$ cat config.mk
export PLATFORM = sky130hd
export DESIGN_NAME = load_store_unit
export DESIGN_NICKNAME = d
export VERILOG_FILES = /design/src/rtl/load_store_unit.sv
export SDC_FILE = /design/constraint.sdc
export NUM_CORES = 1
export LEC_CHECK = 0
export ABC_CLOCK_PERIOD_IN_PS = 1700
export BUFFER_PORTS_ARGS = -buffer_cell sky130_fd_sc_hd__buf_2
export CELL_PAD_IN_SITES_DETAIL_PLACEMENT = 0
export CELL_PAD_IN_SITES_GLOBAL_PLACEMENT = 1
export CORE_MARGIN = 10
export CORE_UTILIZATION = 34
export CTS_BUF_LIST = sky130_fd_sc_hd__clkbuf_8 sky130_fd_sc_hd__clkbuf_16
export CTS_CLUSTER_SIZE = 16
export DETAILED_ROUTE_END_ITERATION = 10
export PLACE_DENSITY = 0.75
export SLEW_MARGIN = 20
export SYNTH_ARGS = -nofsm -noshare
export SYNTH_HDL_FRONTEND = slang
export SYNTH_SLANG_ARGS = --single-unit
$ cat constraint.sdc
create_clock -name clk -period 1.7 [get_ports clk]
set_input_delay 0.34 -clock clk [delete_from_list [all_inputs] [get_ports clk]]
set_output_delay 0.34 -clock clk [all_outputs]
set_load 0.01 [all_outputs]
$ cat src/rtl/load_store_unit.sv
// Memory-stage load/store unit: req/gnt/rvalid bus handshake, byte-lane steering, load extension.
// Optional `define LSU_TIMEOUT_EN aborts a WAIT that lasts TIMEOUT cycles and raises sticky bus_err.
module load_store_unit #(
    parameter int unsigned TIMEOUT  = 255,
    parameter logic [31:0] ERR_DATA = 32'hDEADBEEF
) (
    input  logic        clk,
    input  logic        reset,
    input  logic        MemReadM,
    input  logic        MemWriteM,
    input  logic [2:0]  funct3M,
    input  logic [31:0] ALUResultM,
    input  logic [31:0] writeDataM,
    output logic [31:0] ReadDataM,
    output logic        lsu_stallM,
    output logic        misalignM,
    output logic        bus_req,
    output logic        bus_we,
    output logic [31:0] bus_addr,
    output logic [3:0]  bus_be,
    output logic [31:0] bus_wdata,
    input  logic        bus_gnt,
    input  logic        bus_rvalid,
    input  logic [31:0] bus_rdata,
    output logic        bus_err
);

    typedef enum logic [1:0] {S_IDLE, S_REQ, S_WAIT, S_DONE} state_t;

    state_t      state_q, state_d;
    logic [31:0] addr_q, addr_d;
    logic [3:0]  be_q, be_d;
    logic        we_q, we_d;
    logic [31:0] wdata_q, wdata_d;
    logic [2:0]  f3_q, f3_d;
    logic [31:0] rdata_q, rdata_d;
    logic        misalign_q, misalign_d;
    logic        stall_c;
    logic        access_vld;
    logic        access_flt;

`ifdef LSU_TIMEOUT_EN
    localparam int CNT_W = ($clog2(TIMEOUT + 1) > 8) ? $clog2(TIMEOUT + 1) : 8;
    logic [CNT_W-1:0] cnt_q, cnt_d;
    logic             err_q, err_d;
`else
    logic unused_cfg;
    assign unused_cfg = ^{ERR_DATA, 32'(TIMEOUT)};
`endif

    function automatic logic is_fault(input logic [2:0] f3, input logic [1:0] a);
        case (f3)
            3'b001, 3'b101:         return a[0];
            3'b010:                 return |a;
            3'b011, 3'b110, 3'b111: return 1'b1;
            default:                return 1'b0;
        endcase
    endfunction

    function automatic logic [3:0] lane_be(input logic [2:0] f3, input logic [1:0] a);
        case (f3[1:0])
            2'b00:   return 4'b0001 << a;
            2'b01:   return a[1] ? 4'b1100 : 4'b0011;
            default: return 4'b1111;
        endcase
    endfunction

    function automatic logic [31:0] lane_wdata(input logic [2:0] f3, input logic [31:0] wd);
        case (f3[1:0])
            2'b00:   return {4{wd[7:0]}};
            2'b01:   return {2{wd[15:0]}};
            default: return wd;
        endcase
    endfunction

    function automatic logic [31:0] load_extract(input logic [2:0] f3, input logic [1:0] a,
                                                 input logic [31:0] rd);
        logic [7:0]  b;
        logic [15:0] h;
        b = rd[{a, 3'b000} +: 8];
        h = a[1] ? rd[31:16] : rd[15:0];
        case (f3)
            3'b000:  return {{24{b[7]}}, b};
            3'b100:  return {24'h0, b};
            3'b001:  return {{16{h[15]}}, h};
            3'b101:  return {16'h0, h};
            default: return rd;
        endcase
    endfunction

    // A simultaneous read and write is treated as a write.
    assign access_vld = MemReadM | MemWriteM;
    assign access_flt = is_fault(funct3M, ALUResultM[1:0]);

    always_comb begin
        state_d    = state_q;
        addr_d     = addr_q;
        be_d       = be_q;
        we_d       = we_q;
        wdata_d    = wdata_q;
        f3_d       = f3_q;
        rdata_d    = rdata_q;
        misalign_d = 1'b0;
        stall_c    = 1'b0;
`ifdef LSU_TIMEOUT_EN
        cnt_d      = cnt_q;
        err_d      = err_q;
`endif
        case (state_q)
            S_IDLE: begin
                if (access_vld) begin
                    if (access_flt) begin
                        misalign_d = 1'b1;
                    end else begin
                        stall_c = 1'b1;
                        addr_d  = ALUResultM;
                        be_d    = lane_be(funct3M, ALUResultM[1:0]);
                        we_d    = MemWriteM;
                        wdata_d = lane_wdata(funct3M, writeDataM);
                        f3_d    = funct3M;
                        state_d = S_REQ;
                    end
                end
            end
            S_REQ: begin
                stall_c = 1'b1;
                if (bus_gnt) begin
                    if (bus_rvalid) begin
                        state_d = S_DONE;
                        if (!we_q) rdata_d = load_extract(f3_q, addr_q[1:0], bus_rdata);
                    end else begin
                        state_d = S_WAIT;
`ifdef LSU_TIMEOUT_EN
                        cnt_d   = '0;
`endif
                    end
                end
            end
            S_WAIT: begin
                stall_c = 1'b1;
                if (bus_rvalid) begin
                    state_d = S_DONE;
                    if (!we_q) rdata_d = load_extract(f3_q, addr_q[1:0], bus_rdata);
                end
`ifdef LSU_TIMEOUT_EN
                else if (cnt_q == CNT_W'(TIMEOUT - 1)) begin
                    state_d = S_DONE;
                    err_d   = 1'b1;
                    if (!we_q) rdata_d = ERR_DATA;
                end else begin
                    cnt_d = cnt_q + 1'b1;
                end
`endif
            end
            // DONE releases the stall for one cycle and accepts nothing new.
            S_DONE:  state_d = S_IDLE;
            default: state_d = S_IDLE;
        endcase
    end

    always_ff @(posedge clk or negedge reset) begin
        if (!reset) begin
            state_q    <= S_IDLE;
            addr_q     <= '0;
            be_q       <= '0;
            we_q       <= 1'b0;
            wdata_q    <= '0;
            f3_q       <= '0;
            rdata_q    <= '0;
            misalign_q <= 1'b0;
        end else begin
            state_q    <= state_d;
            addr_q     <= addr_d;
            be_q       <= be_d;
            we_q       <= we_d;
            wdata_q    <= wdata_d;
            f3_q       <= f3_d;
            rdata_q    <= rdata_d;
            misalign_q <= misalign_d;
        end
    end

`ifdef LSU_TIMEOUT_EN
    always_ff @(posedge clk or negedge reset) begin
        if (!reset) begin
            cnt_q <= '0;
            err_q <= 1'b0;
        end else begin
            cnt_q <= cnt_d;
            err_q <= err_d;
        end
    end
    assign bus_err = err_q;
`else
    assign bus_err = 1'b0;
`endif

    assign ReadDataM  = rdata_q;
    assign lsu_stallM = reset & stall_c;
    assign misalignM  = misalign_q;
    assign bus_req    = (state_q == S_REQ);
    assign bus_we     = we_q;
    assign bus_addr   = {addr_q[31:2], 2'b00};
    assign bus_be     = be_q;
    assign bus_wdata  = wdata_q;

endmodule

# Word-level counts from Yosys, hierarchy flattened
# Index checks and enable logic that the tools add are counted.
# classes
n_reduce_logical,11
n_eq_ne,17
n_mux,22
bitwise_logic,3
shift,2
# op_table
cell,count
case mux 32 bit (2 select lines),2
case mux 32 bit (4 select lines),1
2-to-1 mux 32 bit,3
variable part select 32 x 6 -> 8 bit,1
2-to-1 mux 16 bit,1
"== test 3 bit, second input constant",5
2-to-1 mux 2 bit,4
case mux 2 bit (4 select lines),1
case mux 4 bit (2 select lines),1
"== test 3 x 1 -> 1 bit, second input constant",2
"== test 3 x 2 -> 1 bit, second input constant",2
2-to-1 mux 1 bit,6
"inequality test 2 bit, second input constant",3
OR reduction 2 bit,3
"== test 2 x 1 -> 1 bit, second input constant",2
"== test 2 bit, second input constant",2
zero test 2 bit,2
2-to-1 mux 4 bit,1
AND reduction 4 bit,1
"left shift 1 x 2 -> 4 bit, first input constant",1
zero test 3 bit,1
case mux 1 bit (3 select lines),1
AND reduction 3 bit,1
OR reduction 3 bit,1
other kinds (7),7
# totals
word_cells,63
inputBits,105
register_bits,107
out_inout_bits,105

# Logic depth before layout (Yosys ltp)
# Gate-level depths: netlist (run 1).
# logic_depth
word_depth,7
mapped_depth,8
ltp_nobuf,6

# Least setup slack after synthesis (run 1)
# OpenSTA, ideal clock, no wires.
# synth_timing
kind,reg2out
start,reg state_q[0]
end,out lsu_stallM
arrival_time_ps,1565
path_slack_ps,-205
path_buffers,1
required_ps,1360
stages_incl_launch_ff,8
cell_sequence,dfrtp_1 -> inv_1 -> ha_1 -> o21ai_0 -> o21bai_2 -> buf_6 -> nor2b_1 -> nor3b_1
# synth_via
elab_chain_len,4
elab_cells_between_ends,6
cone_classes,2 x eq/ne; 1 x mux; 1 x bitwise; 2 x reduce/logical
# synth_rtl
element,line,rtl
"start, declared",30,"state_t state_q, state_d;"
"start signal, assigned",172,state_q <= state_d;
== test 2 x 1 -> 1 bit or == test 2 bit (tied branches),109,case (state_q)
OR reduction 2 bit (no source line),n/a,
case mux 1 bit (2 select lines) (*),109,
bitwise AND 1 bit (*),199,assign lsu_stallM = reset & stall_c;
"end, declared",15,"output logic lsu_stallM,"
# Every way passes the cells marked *; elsewhere a longest branch is shown, timed or not.

# Worst setup path in the final report (run 1)
# Same ends and word-level chain as after synthesis.

==> results.sh, run 1 <==
export IMPL_path_class="flip-flop to output pin"
export IMPL_htree_levels=3
export IMPL_r2r_slack_ns=-0.15
export IMPL_syn2layout_area_growth_pct=41.00
export IMPL_max_vdd_ir_drop_mv=0.7427
export IMPL_synth_top_family_by_area="multiplexers"
export IMPL_period_needed_ns=1.976
export IMPL_synthCells=492
export IMPL_worst_setup_path_start_kind="flip-flop"
export IMPL_numCtsBuffers=9
export IMPL_final_cell_mix="205 x buf_2, 104 x dfrtp_1, 43 x mux2_4, 37 x nand2_1, 37 x buf_4"
export IMPL_grt_max_degree=108
export IMPL_globalplace_congestion=0.8836
export IMPL_layout_cells_non_filler=932
export IMPL_antenna_left=0
export IMPL_port_buffers=206
export IMPL_cp_required_ns=1.36
export IMPL_layout_setup_ws_ns=-0.2759
export IMPL_antenna_found_initial=0
export IMPL_reg2reg_to="addr_q[5]"
export IMPL_hold_class="input port to async pin"
export IMPL_clk_transition_reported_paths_ns=0.07
export IMPL_die_x_um=146.9
export IMPL_grt_pass1_vias=4993
export IMPL_worstSkewPairLatency_ns=0.35
export IMPL_fin_util_pct=48.74
export IMPL_core_area_um2=15830
export IMPL_status="finished with violations"
export IMPL_drive_gt1_share_pct=55.45
export IMPL_fin_setup_tns_ns=-5.926
export IMPL_cts_root_buf="clkbuf_16"
export IMPL_fin_area_um2=7715
export IMPL_drv_cap=0
export IMPL_synth_xor_area_share_pct=0
export IMPL_yosysSeqAreaShare_pct=48.94
export IMPL_initial_utilization_pct=34.57
export IMPL_cts_tree="yes"
export IMPL_fmax_ghz=0.5061
export IMPL_grt_pass1_wl_um=27150
export IMPL_crit_fanout=2
export IMPL_placed_area_um2=6730
export IMPL_clock_sinks=107
export IMPL_setup_violations=50
export IMPL_synth_compound_area_share_pct=14.25
export IMPL_synthAdderAreaFrac_pct=1.143
export IMPL_antenna_cells=0
export IMPL_die_area_um2=21570
export IMPL_rsz0062_at_grt="true"
export IMPL_wl_per_cell_um=18.35
export IMPL_p_leak_nw=3.882
export IMPL_hpwl_um=12470
export IMPL_routed_wl_um=17100
export IMPL_worst_ep_arrival_time_ns=1.64
export IMPL_r2r_start="state_q[0]"
export IMPL_multi_input_area_um2=2576
export IMPL_pin_count=210
export IMPL_grt_overflow=0
export IMPL_period_share_pct=116.2
export IMPL_placedCellCount=891
export IMPL_grt_busiest_layer="met2"
export IMPL_cp_end_kind="output pin"
export IMPL_dr_pass1_iters=4
export IMPL_syn_area_um2=5471
export IMPL_cts_hold_buf=0
export IMPL_grt_util_all_layers_pct=15.61
export IMPL_syn_avg_cell_area_um2=11.12
export IMPL_final_hold_viol_count=0
export IMPL_num_fill_cells=1470
export IMPL_slew_headroom_pct=61.21
export IMPL_vias=4432
export IMPL_violations="setup timing"
export IMPL_r2r_cells=9
export IMPL_nets=821
export IMPL_use_met3_pct=6.204
export IMPL_totalPowerFinal_w=0.01418
export IMPL_viasPerCell=4.755
export IMPL_grtUsageMet2_pct=24.57
export IMPL_clock_path_buffers=2
export IMPL_die_h_um=146.9
export IMPL_ys_warn_count=0
export IMPL_grtUsageMet1_pct=18.90
export IMPL_skew_ns=0.01040
export IMPL_placementRows=46
export IMPL_final_common_cell="buf_2"
export IMPL_route_detailed_drc=0
export IMPL_drt_iter0_drc=156
export IMPL_regArea_um2=2681
export IMPL_synth_seq_cells=107
export IMPL_synthSimpleGateAreaFrac_pct=8.461
export IMPL_synth_cell_types=49
export IMPL_p_per_area_nw_per_um2=1837
export IMPL_tightest_slew_ns=0.5818
export IMPL_synth_area_mux_share_pct=18.75
export IMPL_drv_slew=0
metal layers:
metal / wire, µm / share of wire (%)
met5: 0 / 0
met4: 354 / 2.1
met3: 1759 / 10
met2: 7788 / 46
met1: 7195 / 42
state kept, by name, indices dropped and copies added (netlist names):
name	flops
bus_we	1
f3_q	3
addr_q	32
bus_wdata	32
ReadDataM	32
misalignM	1
state_q	2
bus_be	4
final cells by class:
cell class                 count  share of cell area, %
inverter                       7                 0.3406
clock inverter                 6                 0.9082
sequential                   107                  34.76
tap                          216                  3.503
timing repair buffer         270                  24.00
clock buffer                  10                  3.098
multi-input combinational    316                  33.39
report_power, final:
group	internal, W	switching [W]
Sequential	0.00383	0.000783
Combinational	0.00378	0.00359
Clock	0.00120	0.00100
Total	0.00881	0.00537
worst max-delay path, cell delays in order (launching register included):
cell and delay, ns:
dfrtp_1 0.39, inv_2 0.08, ha_4 0.14, o21ai_2 0.06, o21bai_4 0.18, nor2b_4 0.13, nor3b_2 0.14, buf_2 0.15
per-stage QoR:
stage	hold WS [ns]	setup WS [ns]
after detailed placement	0.4705	-0.1845
final	0.08846	-0.2759
after global placement	0.4607	-0.09028
after global routing	0.1334	-0.3527
after floorplan	0.04441	-0.04402
after CTS	0.1174	-0.3042
cells by family after synthesis:
family,after synthesis
compound gates,132
other cells,1
simple gates,98
buf+inv,71
flops,107
mux,78
fa+ha+maj,5
repair_timing:
item,4_1_cts,5_1_grt
cloned,6,2
pin swaps,9,3
setup endpoints to repair,50,101
setup buffers,14,5
resized for setup,47,61
how the worst max path moves through the flow:
| stage | start | endpoint | slack (ns) |
|---|---|---|---|
| after global routing | state_q[1] | lsu_stallM | -0.35 |
| after global placement | addr_q[1] | ReadDataM[30] | -0.09 |
| after CTS | state_q[0] | lsu_stallM | -0.30 |
| after detailed placement | addr_q[1] | ReadDataM[17] | -0.18 |
| after floorplan | state_q[1] | lsu_stallM | -0.04 |
| final | state_q[0] | lsu_stallM | -0.28 |
synthesized netlist by cell type (all sizes together):
library cell	instances	area share [%]
ha	5	1.1
o22ai	3	0.71
a221oi	2	0.32
buf	49	6.9
nor3b	2	0.27
nand4b	1	0.16
o2bb2ai	1	0.16
or2	1	0.11
nor4	1	0.39
inv	7	0.48
nor2	30	2.1
nand3b	1	0.14
a2111oi	1	0.16
o22a	1	0.16
o32a	4	0.80
clkbuf	15	1.0
a21oi	50	4.9
or4b	1	0.18
nor2b	3	0.34
nand2	45	3.1
o21bai	1	0.21
or2b	1	0.14
mux2	50	13
nor4bb	1	0.18
a211oi	7	0.96
or3	2	0.23
nand2b	4	0.46
nor3	2	0.18
or3b	1	0.16
or4	1	0.14
mux2i	28	5.6
a22oi	1	0.14
dfrtp	107	49
o21ai	60	5.6
conb	1	0.069
a211o	1	0.16
and4b	1	0.18
(Power assumes the default switching activity.)
==> inputs of run 2 (changes only) <==
ABC_AREA = 1   (was default)
CORE_UTILIZATION = 32   (was 34)
SLEW_MARGIN = 0   (was 20)
==> results.sh, run 2 <==
export IMPL_regArea_um2=2678
export IMPL_pin_count=210
export IMPL_grt_max_degree=108
export IMPL_cp_end_kind="output pin"
export IMPL_ys_warn_count=0
export IMPL_grt_overflow=0
export IMPL_multi_input_area_um2=2389
export IMPL_slew_headroom_pct=58.80
export IMPL_grt_pass1_vias=5445
export IMPL_synth_area_mux_share_pct=0
export IMPL_max_vdd_ir_drop_mv=0.6987
export IMPL_wl_per_cell_um=15.62
export IMPL_synth_top_cells_by_count="279 x nand2_1, 107 x dfrtp_1, 64 x inv_1"
export IMPL_setup_violations=1
export IMPL_die_area_um2=23770
export IMPL_cts_hold_buf=0
export IMPL_cp_buffers_inverters=4
export IMPL_final_cell_mix="278 x nand2_1, 205 x buf_2, 107 x dfrtp_1, 62 x inv_1, 48 x nor2_1"
export IMPL_critPathTopFamily="flip-flops"
export IMPL_nets=1038
export IMPL_crit_chain="inv_2 > ha_4 > inv_2 > nor2_4 > nand3_4 > inv_4 > o21a_1 > buf_2"
export IMPL_path_class="flip-flop to output pin"
export IMPL_totalPowerFinal_w=0.01292
export IMPL_drv_cap=0
export IMPL_fin_setup_tns_ns=-0.1107
export IMPL_globalplace_congestion=0.8384
export IMPL_final_common_cell="nand2_1"
export IMPL_p_leak_nw=4.115
export IMPL_synth_xor_area_share_pct=0
export IMPL_die_x_um=154.2
export IMPL_synth_compound_area_share_pct=9.036
export IMPL_layout_setup_ws_ns=-0.1107
export IMPL_final_hold_viol_count=0
export IMPL_antenna_left=0
export IMPL_fmax_ghz=0.5523
export IMPL_skew_ns=0.007162
export IMPL_violations="setup timing"
export IMPL_yosysMostFrequentCell="nand2_1"
export IMPL_max_stage_delay_ns=0.39
export IMPL_syn_area_um2=5761
export IMPL_slowest_stage="dfrtp_1"
export IMPL_placementRows=49
export IMPL_grt_pass1_wl_um=29130
export IMPL_port_buffers=206
export IMPL_clock_path_buffers=2
export IMPL_vias=5199
export IMPL_clk_transition_reported_paths_ns=0.07
export IMPL_period_needed_ns=1.811
export IMPL_cp_required_ns=1.36
export IMPL_clock_sinks=107
export IMPL_synthAdderAreaFrac_pct=1.086
export IMPL_synth_seq_cells=107
export IMPL_synth_edf_count=0
export IMPL_period_share_pct=106.5
export IMPL_num_fill_cells=1921
export IMPL_route_detailed_drc=0
export IMPL_crit_fanout=2
export IMPL_cts_tree="yes"
export IMPL_synth_top_area_cell="dfrtp_1"
export IMPL_drive_gt1_share_pct=33.12
export IMPL_yosysSeqAreaShare_pct=46.48
export IMPL_pre_cts_slack_ns=0.03045
export IMPL_hold_class="input port to async pin"
export IMPL_htree_levels=3
export IMPL_tightest_slew_ns=0.6180
export IMPL_ys_flop_type="dfrtp_1"
export IMPL_cts_root_buf="clkbuf_16"
export IMPL_synthSimpleGateAreaFrac_pct=30.19
export IMPL_initial_utilization_pct=32.29
export IMPL_hpwl_um=13190
export IMPL_synth_top_family_by_area="simple AND/OR/NAND/NOR gates"
export IMPL_rsz0062_at_grt="true"
export IMPL_synthCells=755
export IMPL_async_flop_share_pct=100.0
export IMPL_synth_top_cell_area_share_pct=46.48
export IMPL_worst_setup_path_start_kind="flip-flop"
export IMPL_drv_slew=0
export IMPL_syn2layout_area_growth_pct=25.67
export IMPL_worst_ep_arrival_time_ns=1.47
export IMPL_synth_cell_types=31
export IMPL_fin_util_pct=40.58
export IMPL_numCtsBuffers=9
export IMPL_worstSkewPairLatency_ns=0.35
export IMPL_antenna_cells=0
export IMPL_path_common_cell="inv_2"
export IMPL_core_area_um2=17840
export IMPL_dr_pass1_iters=4
export IMPL_status="finished with violations"
export IMPL_antenna_found_initial=3
export IMPL_synth_area_leaders="dfrtp_1 46%, nand2_1 18%, buf_4 4.7%"
export IMPL_syn_avg_cell_area_um2=7.630
export IMPL_drt_iter0_drc=248
export IMPL_p_per_area_nw_per_um2=1785
export IMPL_viasPerCell=4.474
export IMPL_die_h_um=154.2
export IMPL_grt_util_all_layers_pct=15.00
export IMPL_routed_wl_um=18150
[run 2: cell types whose count changed after synthesis, sizes merged, moves of 5 or more]
cell    delta
clkbuf     -7
mux2      -50
nor2      +27
nand3     +42
nand2    +242
or2       +18
mux2i     -28
o21ai      -5
a21oi     -10
buf       +13
inv       +61
a211oi     -7
[run 2: final timing paths]
check / startpoint / end / slack (ns) / cells past startpoint
max: state_q[1] / lsu_stallM / -0.11 / 8
min: reset / ReadDataM[11] / 0.09 / 2
max reg2reg: state_q[1] / ReadDataM[8] / 0.05 / 11
min reg2reg: addr_q[11] / addr_q[11] / 0.48 / 2
max in group asynchronous: reset / addr_q[1] / 1.15 / 2
min in group clk: ALUResultM[17] / addr_q[17] / 0.18 / 3
[run 2: metrics by stage]
stage	area, µm²	hold WS, ns	instances
floorplan	5771	0.04441	757
global placement	6782	0.4580	1139
detailed placement	6782	0.4612	1139
CTS	7124	0.1247	1158
global route	7239	0.1483	1162
finish	7239	0.09291	1162
[run 2: report_power, final]
part           internal, W  switching, W
sequential         0.00377      0.000676
clock              0.00116       0.00101
combinational      0.00260       0.00371
[run 2: final cells by class]
| type | instances | area share, % |
|---|---|---|
| clock buffer | 9 | 3.111 |
| timing repair buffer | 230 | 18.32 |
| tap | 229 | 3.958 |
| clock inverter | 7 | 1.037 |
| sequential | 107 | 36.99 |
| multi-input combinational | 512 | 32.99 |
| inverter | 68 | 3.595 |
[run 2: kinds of logic after synthesis]
| family | count (synthesis) |
|---|---|
| AOI/OAI and AO/OA | 97 |
| DFF | 107 |
| adders and majority gates | 5 |
| and+or+nand+nor | 407 |
| other | 1 |
| buffers and inverters | 138 |
[run 2: timing repair]
item                                    4_1_cts  5_1_grt
pin swaps                                     3        2
endpoints found under the setup margin        1       50
setup buffers                                 3        2
resized for setup                             7       14
gates cloned                                  0        2
[run 2: per-layer routing]
layer	GRT usage [%]	vias to the layer above	part of all wire, %
met5	0	-	0.21
met4	3.104	6	0.58
met2	22.72	170	44
li1	-	2640	-
met3	7.987	14	11
met1	18.52	2369	44
[run 2: worst register-to-register path, stage by stage, from the launching register on]
cell	delay (ns)
dfrtp_1	0.36
inv_2	0.06
buf_4	0.14
ha_4	0.17
nand2_2	0.07
nand4_1	0.10
buf_6	0.16
buf_6	0.12
clkbuf_16	0.17
a21oi_1	0.12
nand2_1	0.07
nand2_1	0.05
==> inputs of run 3 (changes only) <==
--- a/config.mk
+++ b/config.mk
@@ -7,14 +7,14 @@
 export LEC_CHECK = 0
 export ABC_AREA = 1
-export ABC_CLOCK_PERIOD_IN_PS = 1700
-export BUFFER_PORTS_ARGS = -buffer_cell sky130_fd_sc_hd__buf_2
+export ABC_CLOCK_PERIOD_IN_PS = 2200
 export CELL_PAD_IN_SITES_DETAIL_PLACEMENT = 0
 export CELL_PAD_IN_SITES_GLOBAL_PLACEMENT = 1
 export CORE_MARGIN = 10
-export CORE_UTILIZATION = 32
+export CORE_UTILIZATION = 33
 export CTS_BUF_LIST = sky130_fd_sc_hd__clkbuf_8 sky130_fd_sc_hd__clkbuf_16
 export CTS_CLUSTER_SIZE = 16
 export DETAILED_ROUTE_END_ITERATION = 10
-export PLACE_DENSITY = 0.75
+export DONT_BUFFER_PORTS = 1
+export PLACE_DENSITY = 0.6
 export SLEW_MARGIN = 0
 export SYNTH_ARGS = -nofsm -noshare
==> constraint.sdc (replaced) <==
create_clock -name clk -period 2.2 [get_ports clk]
set_input_delay 0.44 -clock clk [delete_from_list [all_inputs] [get_ports clk]]
set_output_delay 0.44 -clock clk [all_outputs]
set_load 0.1 [all_outputs]
==> results.sh, run 3 (same netlist as run 2, synthesis figures left out) <==
export IMPL_die_x_um=152.1
export IMPL_antenna_found_initial=0
export IMPL_critPathTopFamily="buffers and inverters"
export IMPL_r2r_start="state_q[0]"
export IMPL_rsz0062_at_grt="false"
export IMPL_max_stage_delay_ns=0.39
export IMPL_cts_root_buf="clkbuf_16"
export IMPL_pre_cts_slack_ns=0.2388
export IMPL_r2r_slack_ns=0.53
export IMPL_skew_ns=0.006133
export IMPL_path_common_cell="inv_2"
export IMPL_cp_buffers_inverters=4
export IMPL_drv_slew=0
export IMPL_clock_sinks=107
export IMPL_globalplace_congestion=0.7962
export IMPL_grt_pass1_wl_um=27360
export IMPL_fmax_ghz=0.4717
export IMPL_layout_setup_ws_ns=0.08017
export IMPL_clock_path_buffers=2
export IMPL_crit_chain="inv_2 > ha_2 > inv_1 > nor2_4 > nand3_4 > inv_2 > o21a_2 > buf_12"
export IMPL_routed_wl_um=17080
export IMPL_grt_max_degree=109
export IMPL_wl_met1_um=6493
export IMPL_worstSetupEndpoint="lsu_stallM"
export IMPL_fin_setup_tns_ns=0
export IMPL_holdWs_ns=-0.2205
export IMPL_grt_util_all_layers_pct=14.51
export IMPL_cp_depth=8
export IMPL_clk_transition_reported_paths_ns=0.08
export IMPL_port_buffers=0
export IMPL_worst_setup_path_start_kind="flip-flop"
export IMPL_path_class="flip-flop to output pin"
export IMPL_routed_top_layer="met4"
export IMPL_die_area_um2=23140
export IMPL_worst_ep_arrival_time_ns=1.68
export IMPL_grt_pass1_vias=4936
export IMPL_numCtsBuffers=9
export IMPL_final_common_cell="nand2_1"
export IMPL_placementRows=48
export IMPL_fin_util_pct=38.61
export IMPL_pin_count=210
export IMPL_viasPerCell=4.647
export IMPL_drt_iter0_drc=251
export IMPL_wl_met2_um=8084
export IMPL_htree_levels=3
export IMPL_crit_fanout=4
export IMPL_wl_met3_um=2282
export IMPL_slew_headroom_pct=37.44
export IMPL_violations="hold timing"
export IMPL_hpwl_um=12910
export IMPL_die_h_um=152.1
export IMPL_slowest_stage="dfrtp_1"
export IMPL_worstSkewPairLatency_ns=0.35
export IMPL_tightest_slew_ns=0.9385
export IMPL_status="finished with violations"
export IMPL_syn2layout_area_growth_pct=15.14
export IMPL_setup_violations=0
export IMPL_final_hold_viol_count=107
export IMPL_grt_overflow=0
export IMPL_vias=4749
export IMPL_dr_pass1_iters=4
export IMPL_period_needed_ns=2.120
export IMPL_period_share_pct=96.36
export IMPL_final_cell_mix="279 x nand2_1, 107 x dfrtp_1, 91 x buf_4, 63 x inv_1, 53 x nor2_1"
export IMPL_cp_required_ns=1.76
export IMPL_route_detailed_drc=0
export IMPL_antenna_cells=0
export IMPL_hold_class="input port to async pin"
export IMPL_crit_path_start="state_q[0]"
export IMPL_reg2reg_to="ReadDataM[16]"
export IMPL_drv_cap=0
export IMPL_antenna_left=0
export IMPL_nets=902
export IMPL_wl_per_cell_um=16.71
export IMPL_layout_cells_non_filler=1022
export IMPL_initial_utilization_pct=33.54
export IMPL_drive_gt1_share_pct=20.70
export IMPL_cts_tree="yes"
export IMPL_core_area_um2=17180
export IMPL_cp_end_kind="output pin"
export IMPL_placedCellCount=1004
export IMPL_r2r_cells=8
run 3: worst register-to-register path, cell delays in order (launching register included):
cell     delay [ns]
dfrtp_1        0.39
inv_2          0.09
ha_2           0.30
nand3_1        0.11
a21oi_2        0.04
buf_4          0.21
or2_2          0.30
nand2_1        0.08
inv_1          0.04
run 3: worst min path at each step:
stage,from,end,slack [ns]
floorplan,reset,ReadDataM[0],0.14
global placement,reset,ReadDataM[12],0.15
detailed placement,reset,ReadDataM[12],0.15
CTS,reset,ReadDataM[0],-0.24
global route,reset,addr_q[10],-0.24
finish,reset,ReadDataM[12],-0.22
run 3: what timing repair did:
action / 4_1_cts / 5_1_grt
setup endpoints to repair: 1 / 1
pin swaps: 1 / 0
buffers inserted: 2 / 0
hold endpoints to repair: 107 / 107
cloned: 0 / 0
resized for setup: 2 / 3
run 3: through the flow:
stage               area (µm²)  hold slack [ns]
floorplan                 5772           0.1444
global placement          6282           0.1508
detailed placement        6282           0.1508
CTS                       6625          -0.2356
global route              6633          -0.2414
finish                    6633          -0.2205
run 3: layer usage:
| metal | global-route usage [%] | vias up |
|---|---|---|
| li1 | - | 2364 |
| met1 | 15.28 | 2206 |
| met2 | 24.17 | 165 |
| met3 | 8.270 | 14 |
| met4 | 4.310 | 0 |
| met5 | 0 | - |
run 3: cell type report:
class | instances | area, µm²
clock buffer | 9 | 225.2
clock inverter | 7 | 100.1
fill | 1882 | 10540
inverter | 68 | 257.7
multi-input combinational | 512 | 2347
sequential | 107 | 2678
tap | 225 | 281.5
timing repair buffer | 94 | 743.2
Power of run 3 is not shown: default switching activity piles up to over one toggle a cycle in this logic, so the estimate is an artifact.
